$ cat config.mk
export PLATFORM = sky130hd
export DESIGN_NAME = ov7670_sccb_config
export DESIGN_NICKNAME = d
export VERILOG_FILES = /design/src/rtl/ov7670_pkg.sv /design/src/rtl/ov7670_reg_rom.sv /design/src/rtl/ov7670_sccb_config.sv
export SDC_FILE = /design/constraint.sdc
export NUM_CORES = 1
export LEC_CHECK = 0
export ABC_AREA = 0
export CORE_MARGIN = 1.5
export CORE_UTILIZATION = 55
export DETAILED_ROUTE_END_ITERATION = 12
export HOLD_SLACK_MARGIN = 0.02
export PLACE_DENSITY = 0.76
export SYNTH_ARGS = -nofsm -noshare
export SYNTH_HDL_FRONTEND = slang
export SYNTH_HIERARCHICAL = 1
export SYNTH_SLANG_ARGS = --single-unit
$ cat constraint.sdc
create_clock -name CLOCK -period 2.3 [get_ports CLOCK]
set_input_delay 0.46 -clock CLOCK [delete_from_list [all_inputs] [get_ports CLOCK]]
set_output_delay 0.46 -clock CLOCK [all_outputs]
set_load 0.005 [all_outputs]
$ cat src/rtl/ov7670_pkg.sv
// rtl/ov7670_pkg.sv - shared constants and types for the OV7670 SCCB configurator
package ov7670_pkg;

  localparam int NUM_REGS = 8;

  localparam logic [7:0] REG_COM7  = 8'h12;
  localparam logic [7:0] REG_CLKRC = 8'h11;
  localparam logic [7:0] REG_COM3  = 8'h0C;
  localparam logic [7:0] REG_COM14 = 8'h3E;
  localparam logic [7:0] REG_COM15 = 8'h40;
  localparam logic [7:0] REG_COM17 = 8'h42;

  localparam logic [7:0] DELAY_MARK = 8'hFF;

  typedef enum logic [3:0] {
    S_IDLE,
    S_LOAD,
    S_START,
    S_BIT,
    S_STOP,
    S_GAP,
    S_DELAY,
    S_NEXT,
    S_FINISH
  } sccb_state_t;

  typedef struct packed {
    logic [7:0] addr;
    logic [7:0] data;
  } reg_entry_t;

endpackage

$ cat src/rtl/ov7670_reg_rom.sv
// rtl/ov7670_reg_rom.sv - boot register table: QCIF RGB565, optional colour bars
import ov7670_pkg::*;

module ov7670_reg_rom #(
  parameter int TEST_PATTERN = 0
) (
  input  logic [3:0] index,
  output reg_entry_t entry
);

  always_comb begin
    entry = '{addr: DELAY_MARK, data: 8'h00};
    case (index)
      4'd0: entry = '{addr: REG_COM7,  data: 8'h80};
      4'd1: entry = '{addr: DELAY_MARK, data: 8'h00};
      4'd2: entry = '{addr: REG_COM7,  data: 8'h0C};
      4'd3: entry = '{addr: REG_CLKRC, data: 8'hC0};
      4'd4: entry = '{addr: REG_COM3,  data: 8'h08};
      4'd5: entry = '{addr: REG_COM15, data: 8'hD0};
      4'd6: entry = '{addr: REG_COM14, data: 8'h00};
      4'd7: entry = '{addr: REG_COM17, data: (TEST_PATTERN != 0) ? 8'h08 : 8'h00};
      default: entry = '{addr: DELAY_MARK, data: 8'h00};
    endcase
  end

endmodule

$ cat src/rtl/ov7670_sccb_config.sv
// rtl/ov7670_sccb_config.sv - walks the register table issuing SCCB 3-phase writes
import ov7670_pkg::*;

module ov7670_sccb_config #(
  parameter int         CLK_DIV      = 125,
  parameter logic [7:0] DEV_ID       = 8'h42,
  parameter int         RESET_DELAY  = 50000,
  parameter int         TEST_PATTERN = 0
) (
  input  logic       CLOCK,
  input  logic       RESET_N,
  input  logic       START,
  output logic       SIOC,
  output logic       SIOD_OUT,
  output logic       SIOD_OE,
  output logic       BUSY,
  output logic       DONE,
  output logic [3:0] REG_INDEX
);

  localparam int CW = (CLK_DIV > 1) ? $clog2(CLK_DIV) : 1;
  localparam int DW = (RESET_DELAY > 1) ? $clog2(RESET_DELAY) : 1;
  localparam logic [CW-1:0] TICK_LAST = CW'(CLK_DIV - 1);
  localparam logic [DW-1:0] DLY_LAST  = DW'(RESET_DELAY - 1);
  localparam logic [3:0]    IDX_LAST  = 4'(NUM_REGS - 1);

  sccb_state_t   state_q, state_d;
  logic [CW-1:0] div_q, div_d;
  logic [DW-1:0] dly_q, dly_d;
  logic [1:0]    qtr_q, qtr_d;
  logic [3:0]    bit_q, bit_d;
  logic [1:0]    byte_q, byte_d;
  logic [3:0]    idx_q, idx_d;

  reg_entry_t entry;
  logic       tick;
  logic       bus_phase;
  logic [7:0] cur_byte;
  logic       cur_bit;

  ov7670_reg_rom #(.TEST_PATTERN(TEST_PATTERN)) u_rom (
    .index (idx_q),
    .entry (entry)
  );

  assign tick      = (div_q == TICK_LAST);
  assign bus_phase = (state_q == S_START) || (state_q == S_BIT) ||
                     (state_q == S_STOP)  || (state_q == S_GAP);

  always_comb begin
    cur_byte = entry.data;
    case (byte_q)
      2'd0:    cur_byte = DEV_ID;
      2'd1:    cur_byte = entry.addr;
      default: cur_byte = entry.data;
    endcase
    cur_bit = cur_byte[3'd7 - bit_q[2:0]];
  end

  always_ff @(posedge CLOCK or negedge RESET_N) begin
    if (!RESET_N) begin
      state_q <= S_IDLE;
      div_q   <= '0;
      dly_q   <= '0;
      qtr_q   <= '0;
      bit_q   <= '0;
      byte_q  <= '0;
      idx_q   <= '0;
    end else begin
      state_q <= state_d;
      div_q   <= div_d;
      dly_q   <= dly_d;
      qtr_q   <= qtr_d;
      bit_q   <= bit_d;
      byte_q  <= byte_d;
      idx_q   <= idx_d;
    end
  end

  always_comb begin
    state_d = state_q;
    div_d   = '0;
    dly_d   = dly_q;
    qtr_d   = qtr_q;
    bit_d   = bit_q;
    byte_d  = byte_q;
    idx_d   = idx_q;

    // The divider restarts at every LOAD/NEXT, so each bus phase begins on a full quarter-bit.
    if (bus_phase) begin
      div_d = tick ? '0 : div_q + 1'b1;
    end

    unique case (state_q)
      S_IDLE: begin
        if (START) state_d = S_LOAD;
      end
      S_LOAD: begin
        qtr_d   = '0;
        bit_d   = '0;
        byte_d  = '0;
        dly_d   = '0;
        state_d = (entry.addr == DELAY_MARK) ? S_DELAY : S_START;
      end
      S_START: begin
        if (tick) begin
          qtr_d = qtr_q + 2'd1;
          if (qtr_q == 2'd1) begin
            qtr_d   = '0;
            state_d = S_BIT;
          end
        end
      end
      S_BIT: begin
        if (tick) begin
          qtr_d = qtr_q + 2'd1;
          if (qtr_q == 2'd3) begin
            if (bit_q == 4'd8) begin
              bit_d  = '0;
              byte_d = byte_q + 2'd1;
              if (byte_q == 2'd2) state_d = S_STOP;
            end else begin
              bit_d = bit_q + 4'd1;
            end
          end
        end
      end
      S_STOP: begin
        if (tick) begin
          qtr_d = qtr_q + 2'd1;
          if (qtr_q == 2'd2) begin
            qtr_d   = '0;
            state_d = S_GAP;
          end
        end
      end
      S_GAP: begin
        if (tick) begin
          qtr_d = qtr_q + 2'd1;
          if (qtr_q == 2'd3) state_d = S_NEXT;
        end
      end
      S_DELAY: begin
        if (dly_q == DLY_LAST) state_d = S_NEXT;
        else                   dly_d   = dly_q + 1'b1;
      end
      S_NEXT: begin
        if (idx_q == IDX_LAST) begin
          state_d = S_FINISH;
        end else begin
          idx_d   = idx_q + 4'd1;
          state_d = S_LOAD;
        end
      end
      S_FINISH: state_d = S_FINISH;
      default:  state_d = S_IDLE;
    endcase
  end

  // Bit 8 of each byte is the released don't-care slot; the pad pull-up supplies the level.
  always_comb begin
    SIOC     = 1'b1;
    SIOD_OUT = 1'b1;
    SIOD_OE  = 1'b1;
    case (state_q)
      S_START: begin
        SIOD_OUT = 1'b0;
        SIOC     = (qtr_q == 2'd0);
      end
      S_BIT: begin
        SIOC = qtr_q[1];
        if (bit_q == 4'd8) SIOD_OE  = 1'b0;
        else               SIOD_OUT = cur_bit;
      end
      S_STOP: begin
        SIOC     = (qtr_q != 2'd0);
        SIOD_OUT = (qtr_q == 2'd2);
      end
      default: ;
    endcase
  end

  assign BUSY      = (state_q != S_IDLE) && (state_q != S_FINISH);
  assign DONE      = (state_q == S_FINISH);
  assign REG_INDEX = idx_q;

endmodule

Word level (Yosys, flattened, before mapping)
Memories as Yosys holds them, arrays and structs flattened.
Index checks and enable logic that the tools add are counted.
{"block": "word_totals", "ff_bits": 39, "mem_bits_ro": 104, "input_bits": 3, "wordCells": 111, "n_memories": 1}
{"block": "op_classes", "n_addsub": 7, "n_lt_le_gt_ge": 1, "eq_ne": 33, "mux": 42, "n_bitwise": 1, "reduce_logical": 19}
{"memory": "(name not given)", "words": 8, "word_bits": 13, "rd": 1, "rd_clocked_by_memory_dff": 0, "wr": 0, "line": "ov7670_reg_rom.sv:13", "source": "case (index)"}
{"cell": "4-bit 2-to-1 mux", "n": 16}
{"cell": "4-bit case mux with 9 select lines", "n": 1}
{"cell": "16-bit 2-to-1 mux", "n": 2}
{"cell": "16-bit case mux with 2 select lines", "n": 1}
{"cell": "4-bit by 3-bit equality test with 1-bit output, second input constant", "n": 5}
{"cell": "16-bit by 1-bit adder with 16-bit output, second input constant", "n": 1}
{"cell": "16-bit equality test, second input constant", "n": 1}
{"cell": "2-bit 2-to-1 mux", "n": 8}
{"cell": "8-bit case mux with 2 select lines", "n": 1}
{"cell": "7-bit 2-to-1 mux", "n": 2}
{"cell": "2-bit by 1-bit != test with 1-bit output, second input constant", "n": 7}
{"cell": "2-bit != test, second input constant", "n": 7}
{"cell": "12-bit AND reduction", "n": 1}
{"cell": "4-bit by 1-bit adder with 4-bit output, second input constant", "n": 2}
{"cell": "4-bit by 2-bit equality test with 1-bit output, second input constant", "n": 2}
{"cell": "4-bit equality test, second input constant", "n": 2}
{"cell": "8-bit equality test, second input constant", "n": 1}
{"cell": "2-bit case mux with 4 select lines", "n": 1}
{"cell": "4-bit case mux with 2 select lines", "n": 1}
{"cell": "4-bit AND reduction", "n": 2}
{"cell": "4-bit nonzero test", "n": 2}
{"cell": "7-bit by 1-bit adder with 7-bit output, second input constant", "n": 1}
{"cell": "7-bit equality test, second input constant", "n": 1}
{"cell": "2-bit equality test, second input constant", "n": 3}
{"cell": "other kinds (20)", "n": 32}

Logic depth before layout (Yosys ltp)
Gate-level depths: netlist of the first run.
An unclocked memory read counts as a cell.
{"block": "depth", "ltp_word": 7, "mapped_depth": 9, "ltp_nobuf": 8}

Hierarchy
The synthesis of the first run kept the hierarchy.
{"mod": "ov7670_sccb_config", "n_inst": 1, "cells_each": 287, "area_per_inst_um2": 2730.1, "seq_area_each_um2": 975.9}
{"mod": "ov7670_reg_rom", "n_inst": 1, "cells_each": 36, "area_per_inst_um2": 261.5, "seq_area_each_um2": 0.0}

Least setup slack after synthesis of the first run
No wires, ideal clock.
{"block": "synth_timing", "path_kind": "reg-to-output", "from": "register idx_q[0], in the netlist REG_INDEX[0]", "to": "output port SIOD_OUT", "arrival_ps": 1980, "t_required_ps": 1840, "path_slack_ps": -140, "stages_incl_launch_ff": 9, "cell_sequence": "dfrtp_1 > inv_1 > ha_1 > mux2i_1 > nor2_1 > or3b_1 > a32o_1 > o31a_1 > o31ai_1"}
{"item": "start, declared", "line": "ov7670_sccb_config.sv:33", "source": "logic [3:0] idx_q, idx_d;"}
{"item": "start signal, assigned", "line": "ov7670_sccb_config.sv:76", "source": "idx_q <= idx_d;"}
{"item": "end, declared", "line": "ov7670_sccb_config.sv:14", "source": "output logic SIOD_OUT,"}

==> summary.log, run 1 <==
qor: routing.wl_per_cell 16.8 µm
qor: worst_setup_path.r2r-start bit_q[1]
qor: grt.use_met1 0.322
qor: run.drv_cap 0
qor: layout.nNetsFinal 404
qor: grt.grt_pass1_wl 11900 µm
qor: layout.seq_area 978 µm²
qor: worst_setup_path.path_class reg2out
qor: placed_design.numPortBuffers 11
qor: outcome.violated_checks setup timing
qor: layout.multi_input_area 1940 µm²
qor: worst_hold_path.timing.hold.worst.class in2async
qor: timing.fin_worst_skew 0.00695 ns
qor: worst_setup_path.critical_path_arrival 2.44 ns
qor: grt.number_of_antenna_violations_at_the_first_check_in_global_routing 0
qor: timing.rsz0062_at_grt yes
qor: placed_design.place_area 3370 µm²
qor: grt.groute.layer.met3.usage 0.0524
qor: layout.final_layout_size_suffix_gt1_frac 0.263
qor: layout.insertedDiodeCount 0
qor: yosys.ys_seq_elements 39
qor: yosys.synth_warnings 6
qor: grt.grt_start_max_net_pins 23
qor: layout.design_area 3780 µm²
qor: layout.fill_count 350
qor: pwr.power.share.clock 0.454
qor: worst_setup_path.required 1.84 ns
qor: clock_network.cts_hold_repair.buffers 0
qor: clock_network.clockBufferDepth 2
qor: pwr.p_int 1010 µW
qor: worst_setup_path.critical-path-slowest-cell sky130_fd_sc_hd__a2111oi_0
qor: die.die_height 76.8 µm
qor: routing.finalWirelength 7550 µm
qor: worst_setup_path.timing.critical_path.fanout_max 4
qor: yosys.synthTopCellsByArea sky130_fd_sc_hd__dfrtp_1, sky130_fd_sc_hd__ha_1, sky130_fd_sc_hd__mux2i_1
qor: yosys.mappedNetlistArea 2990 µm²
qor: die.core_region_area 5170 µm²
qor: pwr.vdd.ir_drop.worst 0.000246 V
qor: worst_setup_path.timing.reg2reg.worst_path_depth 8
qor: clock_network.h-tree-depth 2
qor: placed_design.dp.final_hpwl 4870 µm
qor: timing.worst-slew-pin-transition 0.743 ns
qor: routing.drt_pre_antenna_iters 5
qor: timing.finalWorstSetupSlack -0.599 ns
qor: timing.finalSetupViolations 1
qor: worst_setup_path.crit_path_start_kind register
qor: worst_setup_path.critical_path_sink_type output port
qor: yosys.postSynthAreaPerCell 9.26 µm²
qor: yosys.ys_types 64
qor: clock_network.cts.clk_slew.worst_paths 0.08 ns
qor: timing.timing.slew.headroom 0.503
qor: grt.overflow 0
qor: die.die_w 76.8 µm
qor: worst_setup_path.cp_cell_sequence inv_2, buf_6, ha_2, nand2b_1, o211ai_1, buf_4, a2111oi_0, o31a_1, o31ai_2, buf_2
qor: grt.vias_in_the_first_global_route 2597
qor: pwr.fraction_of_power_spent_switching_nets 0.217
qor: pwr.switchingPower 281 µW
qor: worst_setup_path.regToRegSetupSlack 0.34 ns
qor: worst_setup_path.r2r-end state_q[0]
qor: die.die_area 5890 µm²
qor: pwr.cellLeakagePower 0.00173 µW
qor: clock_network.ctsRootBufferMaster sky130_fd_sc_hd__clkbuf_8
qor: die.io_pins 12
qor: layout.post-route-util 0.731
qor: timing.timing.final.max_slew_violations 0
qor: grt.grt.met2_usage 0.418
qor: pwr.pwr-share-seq 0.529
qor: worst_setup_path.cp-startpoint REG_INDEX[1]
qor: routing.route.detailed.drc 0
qor: routing.drt-initial-drc-count 181
qor: pwr.logic_gate_share_of_total_power 0.017
qor: timing.finalCritPeriodShare 1.26
qor: yosys.synth_top_cells_by_count sky130_fd_sc_hd__dfrtp_1, sky130_fd_sc_hd__nand2_1, sky130_fd_sc_hd__ha_1
qor: placed_design.dpl_worst_slack -0.583 ns
qor: yosys.dominantRegCellSynth sky130_fd_sc_hd__dfrtp_1
qor: yosys.synth.top_cell.area_share 0.326
qor: yosys.netlist.top_cell.by_area sky130_fd_sc_hd__dfrtp_1
qor: timing.finalHoldViolCount 0
qor: yosys.synth-seq-area-share 0.326
qor: routing.ant_nets 0
qor: timing.finalWorstPathRequiredPeriod 2.90 ns
qor: routing.average_vias_per_placed_instance 6.05
qor: yosys.synth-edff-count 0
qor: layout.synthesis_to_layout_area_growth 26.4%
qor: timing.upper_clock_frequency_limit 345 MHz
qor: grt.grt_use_total 0.249
qor: yosys.yosysMostFrequentCell sky130_fd_sc_hd__dfrtp_1
qor: routing.vias 2721
qor: pwr.power_density 343 nW/µm²
qor: clock_network.clock_tree_from_tritoncts yes
qor: worst_setup_path.largest_incremental_delay_on_the_critical_path 0.54 ns
qor: clock_network.clk_latency 0.30 ns
qor: worst_setup_path.cp-endpoint SIOD_OUT
qor: grt.grt.busiest_layer met2
qor: die.initial_utilization 0.578
qor: clock_network.cts_made_buffers 5
qor: outcome.result_of_the_run complete, but fails checks
qor: clock_network.cts_sinks 39
qor: yosys.ys_async_sr_fraction 1.00
qor: placed_design.gp_routability_congestion 0.905
qor: die.rows 26
qor: yosys.synth_cells 323
[power by group through the flow]
stage	clock network, µW	registers (µW)	logic, µW
floorplan	0	699	5.26
finish	588	685	22.0
global route	627	685	25.9
global placement	0	699	22.4
detailed placement	0	699	22.9
CTS	590	685	23.0
[logic make-up after synthesis]
| logic type | count (synthesis) | synth area share |
|---|---|---|
| flops | 39 | 0.326 |
| other cells | 1 | 0.00125 |
| fa+ha+maj | 22 | 0.0920 |
| mux | 17 | 0.0581 |
| simple gates | 143 | 0.295 |
| buf+inv | 38 | 0.0678 |
| xor+xnor | 9 | 0.0289 |
| compound gates | 54 | 0.130 |
[placed cells by master (no fill, tap or decap), drive strengths merged, types with 3 or more instances in the layout]
cell type	instances
buf	55
dfrtp	39
nand2	32
ha	22
inv	20
nor2	18
o21ai	16
mux2i	14
nand3	13
nand2b	11
nand4	11
nor3b	9
and3	8
o211ai	8
nor3	8
a21oi	7
clkdlybuf4s50	6
clkbuf	5
xor2	5
xnor2	4
nor2b	4
or4	4
a211oi	3
nand4b	3
and4	3
mux2	3
conb	3
and3b	3
[how the worst min path moves through the flow]
stage                     slack (ns)     from            to  cells past startpoint
final                           0.13  RESET_N  REG_INDEX[3]                      1
after global routing            0.16  RESET_N  REG_INDEX[3]                      1
after CTS                       0.14  RESET_N  REG_INDEX[3]                      1
after detailed placement        0.47  RESET_N  REG_INDEX[3]                      1
after global placement          0.46  RESET_N  REG_INDEX[3]                      1
after floorplan                 0.16  RESET_N  REG_INDEX[0]                      0
[flip-flops by register name, indices dropped and copies added (netlist names)]
signal and flops:
byte_q 2, dly_q 16, bit_q 4, state_q 4
REG_INDEX 4, qtr_q 2, div_q 7
[through the flow]
stage	TNS [ns]	power (µW)	cells	hold slack, ns
floorplan	0	704	325	0.164
finish	-0.599	1300	450	0.127
detailed placement	-0.583	722	424	0.466
global placement	-0.513	721	424	0.464
CTS	-0.491	1300	442	0.143
global route	-0.847	1340	450	0.161
[critical path: cells and delay by family, from the launching register on]
family          cells  cell delay (ns)
fa+ha+maj           1             0.19
compound gates      4             0.94
buf+inv             4             0.51
flops               1             0.41
simple gates        1             0.09
[area by class of cell]
| cell class | count | share of cell area |
|---|---|---|
| Tap cell | 70 | 0.0232 |
| Clock inverter | 3 | 0.0116 |
| Timing Repair Buffer | 65 | 0.154 |
| Sequential cell | 39 | 0.259 |
| Inverter | 20 | 0.0218 |
| Multi-Input combinational cell | 248 | 0.512 |
| Clock buffer | 5 | 0.0182 |
[per-layer routing]
layer  routed length [µm]  share of wire
met4                  198          0.026
met3                  475          0.063
met2                 3600           0.48
met1                 3270           0.43
met5                    0              0
[timing repair]
action | 4_1_cts | 5_1_grt
gates resized for setup | 22 | 17
endpoints found under the setup margin | 4 | 2
setup buffers | 8 | 8
pin swaps | 5 | 4
cloned | 2 | 0
(Power assumes the default switching activity.)
==> run 2: changes to the inputs <==
--- a/config.mk
+++ b/config.mk
@@ -7,10 +7,11 @@
 export LEC_CHECK = 0
 export ABC_AREA = 0
 export CORE_MARGIN = 1.5
-export CORE_UTILIZATION = 55
+export CORE_UTILIZATION = 57
+export CTS_BUF_LIST = sky130_fd_sc_hd__clkbuf_4
 export DETAILED_ROUTE_END_ITERATION = 12
 export HOLD_SLACK_MARGIN = 0.02
-export PLACE_DENSITY = 0.76
+export PLACE_DENSITY = 0.78
 export SYNTH_ARGS = -nofsm -noshare
 export SYNTH_HDL_FRONTEND = slang
 export SYNTH_HIERARCHICAL = 1
==> constraint.sdc (replaced) <==
create_clock -name CLOCK -period 2.3 [get_ports CLOCK]
set_input_delay 0.69 -clock CLOCK [delete_from_list [all_inputs] [get_ports CLOCK]]
set_output_delay 0.69 -clock CLOCK [all_outputs]
set_load 0.005 [all_outputs]
==> summary.log, run 2 (synthesized netlist as in run 1, its figures left out) <==
qor: timing.rsz0062_at_grt yes
qor: timing.finalSetupViolations 5 [+4]
qor: timing.finalHoldViolCount 0 [unchanged]
qor: layout.final_common_cell sky130_fd_sc_hd__buf_4
qor: worst_setup_path.path_class reg2out
qor: timing.hold_ws 0.281 ns [+0.154 ns]
qor: layout.max_flop_register dly_q
qor: clock_network.cts_made_buffers 5 [unchanged]
qor: pwr.p_int 918 µW [-9.5%]
qor: worst_setup_path.critical_path_sink_type output port
qor: die.die_height 75.4 µm [-1.7%]
qor: routing.vias 2701 [-0.74%]
qor: worst_setup_path.largest_incremental_delay_on_the_critical_path 0.45 ns [-0.09 ns]
qor: worst_setup_path.cp_cell_sequence buf_4, ha_1, nand2b_1, a21o_1, mux2i_1, a32o_1, o31a_1, o31ai_2, buf_2
qor: worst_setup_path.timing.critical_path.max_delay_family compound AO/OA/AOI/OAI gates
qor: grt.groute.layer.met3.usage 0.0423 [-0.0101]
qor: routing.finalWirelength 7510 µm [-0.54%]
qor: die.io_pins 12 [unchanged]
qor: grt.grt_start_max_net_pins 23 [unchanged]
qor: routing.route.detailed.drc 0 [unchanged]
qor: placed_design.placed_cells_incl_taps 429 [+1.2%]
qor: outcome.violated_checks setup timing
qor: placed_design.dp.final_hpwl 4780 µm [-1.9%]
qor: placed_design.gp_routability_congestion 0.895 [-1.1%]
qor: grt.number_of_antenna_violations_at_the_first_check_in_global_routing 0 [unchanged]
qor: pwr.pwr-share-seq 0.575 [+0.046]
qor: layout.nNetsFinal 414 [+2.5%]
qor: clock_network.cts_sinks 39 [unchanged]
qor: clock_network.clock_tree_from_tritoncts yes
qor: worst_setup_path.required 1.61 ns [-0.23 ns]
qor: timing.timing.setup.tns -1.27 ns [-0.675 ns]
qor: layout.insertedDiodeCount 0 [unchanged]
qor: layout.layoutNonFillerInstCount 460 [+2.2%]
qor: clock_network.h-tree-depth 2 [unchanged]
qor: timing.fin_worst_skew 0.0119 ns [+0.00498 ns]
qor: timing.timing.final.max_slew_violations 0 [unchanged]
qor: grt.grt.met2_usage 0.487 [+0.0696]
qor: clock_network.ctsRootBufferMaster sky130_fd_sc_hd__clkbuf_4
qor: worst_setup_path.timing.critical_path.fanout_max 6 [+2]
qor: die.initial_utilization 0.589 [+0.0111]
qor: pwr.cellLeakagePower 0.00179 µW [+3.3%]
qor: worst_setup_path.critical-path-slowest-cell sky130_fd_sc_hd__dfrtp_2
qor: routing.wl_per_cell 16.3 µm [-2.7%]
qor: timing.finalWorstPathRequiredPeriod 3.06 ns [+0.160 ns]
qor: clock_network.cts.clk_slew.worst_paths 0.12 ns [+0.04 ns]
qor: pwr.logic_gate_share_of_total_power 0.016 [about the same]
qor: timing.timing.slew.headroom 0.650 [+0.147]
qor: layout.post-route-util 0.748 [+0.0173]
qor: die.core_region_area 5070 µm² [-1.9%]
qor: die.rows 26 [unchanged]
qor: routing.drt_pre_antenna_iters 6 [+1]
qor: pwr.fraction_of_power_spent_switching_nets 0.229 [+0.0126]
qor: grt.use_met1 0.352 [+0.0305]
qor: layout.commonest_non_fill_non_tap_cells_in_the_layout sky130_fd_sc_hd__buf_4, sky130_fd_sc_hd__dfrtp_1, sky130_fd_sc_hd__nand2_1, sky130_fd_sc_hd__ha_1, sky130_fd_sc_hd__nor2_1
qor: run.drv_cap 0 [unchanged]
qor: pwr.vdd.ir_drop.worst 0.000219 V [-11%]
qor: grt.grt_pass1_wl 11900 µm [-0.47%]
qor: pwr.switchingPower 273 µW [-2.6%]
qor: clock_network.cts_hold_repair.buffers 0 [unchanged]
qor: grt.overflow 0 [unchanged]
qor: routing.ant_nets 0 [unchanged]
qor: timing.worst-slew-pin-transition 0.525 ns [-0.218 ns]
qor: die.die_area 5690 µm² [-3.4%]
qor: die.die_w 75.4 µm [-1.7%]
qor: worst_setup_path.critical_path_arrival 2.37 ns [-0.07 ns]
qor: timing.upper_clock_frequency_limit 327 MHz [-5.2%]
qor: placed_design.numPortBuffers 11 [unchanged]
qor: timing.finalCritPeriodShare 1.33 [+0.0696]
qor: pwr.power.share.clock 0.408 [-0.046]
qor: placed_design.dpl_worst_slack -0.753 ns [-0.170 ns]
qor: worst_hold_path.timing.hold.worst.class in2async
qor: grt.grt.busiest_layer met2
qor: grt.grt_use_total 0.277 [+0.0280]
qor: pwr.power_density 314 nW/µm² [-8.4%]
qor: grt.vias_in_the_first_global_route 2611 [+0.54%]
qor: clock_network.clk_latency 0.37 ns [+0.07 ns]
qor: layout.largestRegisters dly_q: 16 flops, div_q: 7 flops
qor: layout.largest_register_ffs 16 [unchanged]
qor: clock_network.clockBufferDepth 2 [unchanged]
qor: routing.average_vias_per_placed_instance 5.87 [-2.9%]
qor: layout.synthesis_to_layout_area_growth 26.9%
qor: layout.final_layout_size_suffix_gt1_frac 0.292 [+0.0291]
qor: timing.finalWorstSetupSlack -0.759 ns [-0.160 ns]
qor: outcome.result_of_the_run complete, but fails checks
qor: worst_setup_path.critPathBufInv 2 [-2]
qor: worst_setup_path.crit_path_start_kind register
qor: routing.drt-initial-drc-count 175 [-3.3%]
run 2: cell count changes in the layout (fill, tap and decap cells not counted), sizes merged:
cell           change
dlygate4sd2        -2
dlymetal6s2s       -1
clkbuf             +1
buf               +13
clkdlybuf4s50      -1
run 2: through the flow:
step / power (µW) / instance area [µm²]
floorplan: 704 / 3010
global placement: 718 / 3390
detailed placement: 718 / 3390
CTS: 1190 / 3690
global route: 1220 / 3800
finish: 1190 / 3800
run 2: power by group through the flow:
stage,Combinational [µW],Sequential (µW),Clock (µW)
after global placement,19.7,699,0
after floorplan,5.26,699,0
final,19.6,686,486
after CTS,19.8,686,483
after detailed placement,19.8,699,0
after global routing,23.0,686,516
run 2: final cells by class:
cell class	instances	area, µm²
clock inverters	3	43.8
clock buffers	5	37.5
multi-input cells	248	1920
inverters	20	82.6
fillers	363	1280
repair buffers	75	651
flip-flops and latches	39	980
well taps	70	87.6
run 2: path summary, 6_finish.rpt:
check,start,endpoint,slack [ns],cells after the start
worst min register to register,dly_q[3],dly_q[3],0.51,1
worst max register to register,state_q[1],bit_q[3],0.10,7
worst max-delay path,REG_INDEX[0],SIOD_OUT,-0.76,9
min in group CLOCK,dly_q[3],dly_q[3],0.51,1
max in group asynchronous,RESET_N,state_q[2],1.38,2
worst min-delay path,RESET_N,REG_INDEX[1],0.28,1
run 2: per-layer routing:
layer	up-vias	part of all wire
met5	-	0
met4	0	0.018
met3	16	0.033
met2	48	0.50
met1	1337	0.44
li1	1300	-
run 2: repair_timing:
action | CTS | global route
buffers inserted | 14 | 8
resized for setup | 46 | 15
gates cloned | 2 | 0
endpoints found under the setup margin | 6 | 6
pin swaps | 8 | 8
==> run 3: changes to the inputs <==
--- a/config.mk
+++ b/config.mk
@@ -8,7 +8,7 @@
 export ABC_AREA = 0
 export CORE_MARGIN = 1.5
 export CORE_UTILIZATION = 57
-export CTS_BUF_LIST = sky130_fd_sc_hd__clkbuf_4
+export CTS_BUF_LIST = sky130_fd_sc_hd__clkbuf_4 sky130_fd_sc_hd__clkbuf_8
 export DETAILED_ROUTE_END_ITERATION = 12
 export HOLD_SLACK_MARGIN = 0.02
 export PLACE_DENSITY = 0.78
==> summary.log, run 3 (synthesized netlist as in run 1, its figures left out) <==
qor: pwr.vdd.ir_drop.worst 0.000256 V [+17%]
qor: grt.groute.layer.met3.usage 0.0384 [-0.00397]
qor: clock_network.cts_hold_repair.buffers 0 [unchanged]
qor: timing.finalCritPeriodShare 1.29 [-0.0366]
qor: layout.nNetsFinal 404 [-2.4%]
qor: outcome.result_of_the_run complete, but fails checks
qor: layout.largestRegisters dly_q: 16 flops, div_q: 7 flops
qor: clock_network.cts_made_buffers 5 [unchanged]
qor: clock_network.ctsRootBufferMaster sky130_fd_sc_hd__clkbuf_8
qor: die.die_area 5690 µm² [unchanged]
qor: clock_network.clockBufferDepth 2 [unchanged]
qor: layout.synthesis_to_layout_area_growth 24.0%
qor: timing.upper_clock_frequency_limit 336 MHz [+2.8%]
qor: grt.vias_in_the_first_global_route 2678 [+2.6%]
qor: grt.use_met1 0.360 [+0.00799]
qor: layout.final_layout_size_suffix_gt1_frac 0.268 [-0.0239]
qor: timing.hold_ws 0.351 ns [+0.0703 ns]
qor: routing.ant_nets 0 [unchanged]
qor: routing.wl_per_cell 16.0 µm [-1.8%]
qor: timing.worst-slew-pin-transition 0.520 ns [-0.00528 ns]
qor: timing.finalWorstPathRequiredPeriod 2.97 ns [-0.0842 ns]
qor: grt.number_of_antenna_violations_at_the_first_check_in_global_routing 0 [unchanged]
qor: worst_hold_path.timing.hold.worst.class in2async
qor: grt.grt_use_total 0.285 [+0.00804]
qor: clock_network.clk_latency 0.31 ns [-0.06 ns]
qor: timing.finalSetupViolations 2 [-3]
qor: die.die_height 75.4 µm [unchanged]
qor: timing.finalWorstSetupSlack -0.675 ns [+0.0842 ns]
qor: timing.timing.final.max_slew_violations 0 [unchanged]
qor: die.die_w 75.4 µm [unchanged]
qor: layout.final_common_cell sky130_fd_sc_hd__buf_4
qor: pwr.power_density 348 nW/µm² [+11%]
qor: worst_setup_path.critical_path_arrival 2.28 ns [-0.09 ns]
qor: die.io_pins 12 [unchanged]
qor: routing.drt-initial-drc-count 232 [+33%]
qor: routing.route.detailed.drc 0 [unchanged]
qor: layout.commonest_non_fill_non_tap_cells_in_the_layout sky130_fd_sc_hd__buf_4, sky130_fd_sc_hd__dfrtp_1, sky130_fd_sc_hd__nand2_1, sky130_fd_sc_hd__nor2_1, sky130_fd_sc_hd__ha_1
qor: routing.vias 2662 [-1.4%]
qor: worst_setup_path.timing.critical_path.fanout_max 3 [-3]
qor: layout.insertedDiodeCount 0 [unchanged]
qor: placed_design.numPortBuffers 11 [unchanged]
qor: die.initial_utilization 0.589 [unchanged]
qor: layout.max_flop_register dly_q
qor: timing.fin_worst_skew 0.00740 ns [-0.00453 ns]
qor: timing.timing.slew.headroom 0.653 [+0.00352]
qor: pwr.p_total 1290 µW [+8.5%]
qor: grt.grt_start_max_net_pins 23 [unchanged]
qor: layout.post-route-util 0.731 [-0.0170]
qor: placed_design.gp_routability_congestion 0.895 [unchanged]
qor: placed_design.dp.final_hpwl 4780 µm [unchanged]
qor: worst_setup_path.required 1.61 ns [about the same]
qor: layout.largest_register_ffs 16 [unchanged]
qor: worst_setup_path.critical_path_sink_type output port
qor: pwr.cellLeakagePower 0.00172 µW [-3.7%]
qor: grt.grt.met2_usage 0.502 [+0.0146]
qor: run.drv_cap 0 [unchanged]
qor: die.rows 26 [unchanged]
qor: worst_setup_path.path_class reg2out
qor: grt.grt.busiest_layer met2
qor: outcome.violated_checks setup timing
qor: grt.overflow 0 [unchanged]
qor: timing.finalHoldViolCount 0 [unchanged]
qor: clock_network.clock_tree_from_tritoncts yes
qor: worst_setup_path.crit_path_start_kind register
qor: clock_network.cts.clk_slew.worst_paths 0.08 ns [-0.04 ns]
qor: routing.finalWirelength 7210 µm [-4.0%]
qor: clock_network.cts_sinks 39 [unchanged]
qor: routing.average_vias_per_placed_instance 5.92 [+0.75%]
qor: clock_network.h-tree-depth 2 [unchanged]
qor: timing.rsz0062_at_grt yes
qor: routing.drt_pre_antenna_iters 4 [-2]
qor: grt.grt_pass1_wl 12200 µm [+2.8%]
qor: die.core_region_area 5070 µm² [unchanged]
run 3: path summary, 6_finish.rpt:
kind / start / slack (ns) / depth (start not counted) / to
setup / recovery: REG_INDEX[1] / -0.67 / 9 / SIOD_OUT
hold / removal: RESET_N / 0.35 / 1 / dly_q[2]
setup reg to reg: state_q[1] / 0.19 / 6 / bit_q[3]
hold reg to reg: dly_q[3] / 0.50 / 1 / dly_q[3]
max in group asynchronous: RESET_N / 1.32 / 2 / bit_q[3]
min in group CLOCK: dly_q[3] / 0.50 / 1 / dly_q[3]
run 3: per-layer routing:
metal	share of wire	wire length, µm	vias up
met4	0.012	89	0
li1	-	-	1279
met2	0.51	3690	61
met5	0	0	-
met1	0.44	3180	1314
met3	0.035	252	8
run 3: layout make-up:
| class | instances | area, µm² |
|---|---|---|
| clock buffer | 5 | 68.8 |
| clock inverter | 3 | 43.8 |
| fill | 378 | 1360 |
| inverter | 20 | 80.1 |
| multi-input combinational | 248 | 1900 |
| sequential | 39 | 980 |
| tap | 70 | 87.6 |
| timing repair buffer | 65 | 551 |
run 3: metrics by stage:
step	cells	worst slack (ns)	setup TNS (ns)	area, µm²
after global routing	450	-0.763	-0.892	3710
final	450	-0.675	-0.746	3710
after floorplan	325	-0.183	-0.183	3010
after global placement	429	-0.682	-0.682	3390
after detailed placement	429	-0.753	-0.753	3390
after CTS	450	-0.652	-0.677	3680
run 3: worst max-delay path, cell delays in order (launching register included):
cell                      delay [ns]
sky130_fd_sc_hd__dfrtp_2        0.43
sky130_fd_sc_hd__inv_2          0.08
sky130_fd_sc_hd__ha_1           0.15
sky130_fd_sc_hd__mux2i_1        0.07
sky130_fd_sc_hd__nor2_1         0.11
sky130_fd_sc_hd__or3b_1         0.36
sky130_fd_sc_hd__a32o_1         0.21
sky130_fd_sc_hd__o31a_1         0.25
sky130_fd_sc_hd__o31ai_2        0.16
sky130_fd_sc_hd__buf_2          0.15
run 3: power by group:
group / leakage [µW] / switching, µW / internal, µW
Combinational: 0.00115 / 14.8 / 4.10
Clock: 0.0000581 / 266 / 323
Sequential: 0.000520 / 0 / 685
Total: 0.00172 / 281 / 1010
run 3: timing repair:
action                     4_1_cts  5_1_grt
gates resized for setup         35       10
setup buffers                   12        0
cloned                           2        0
pin swaps                        5        7
setup endpoints to repair        5        4
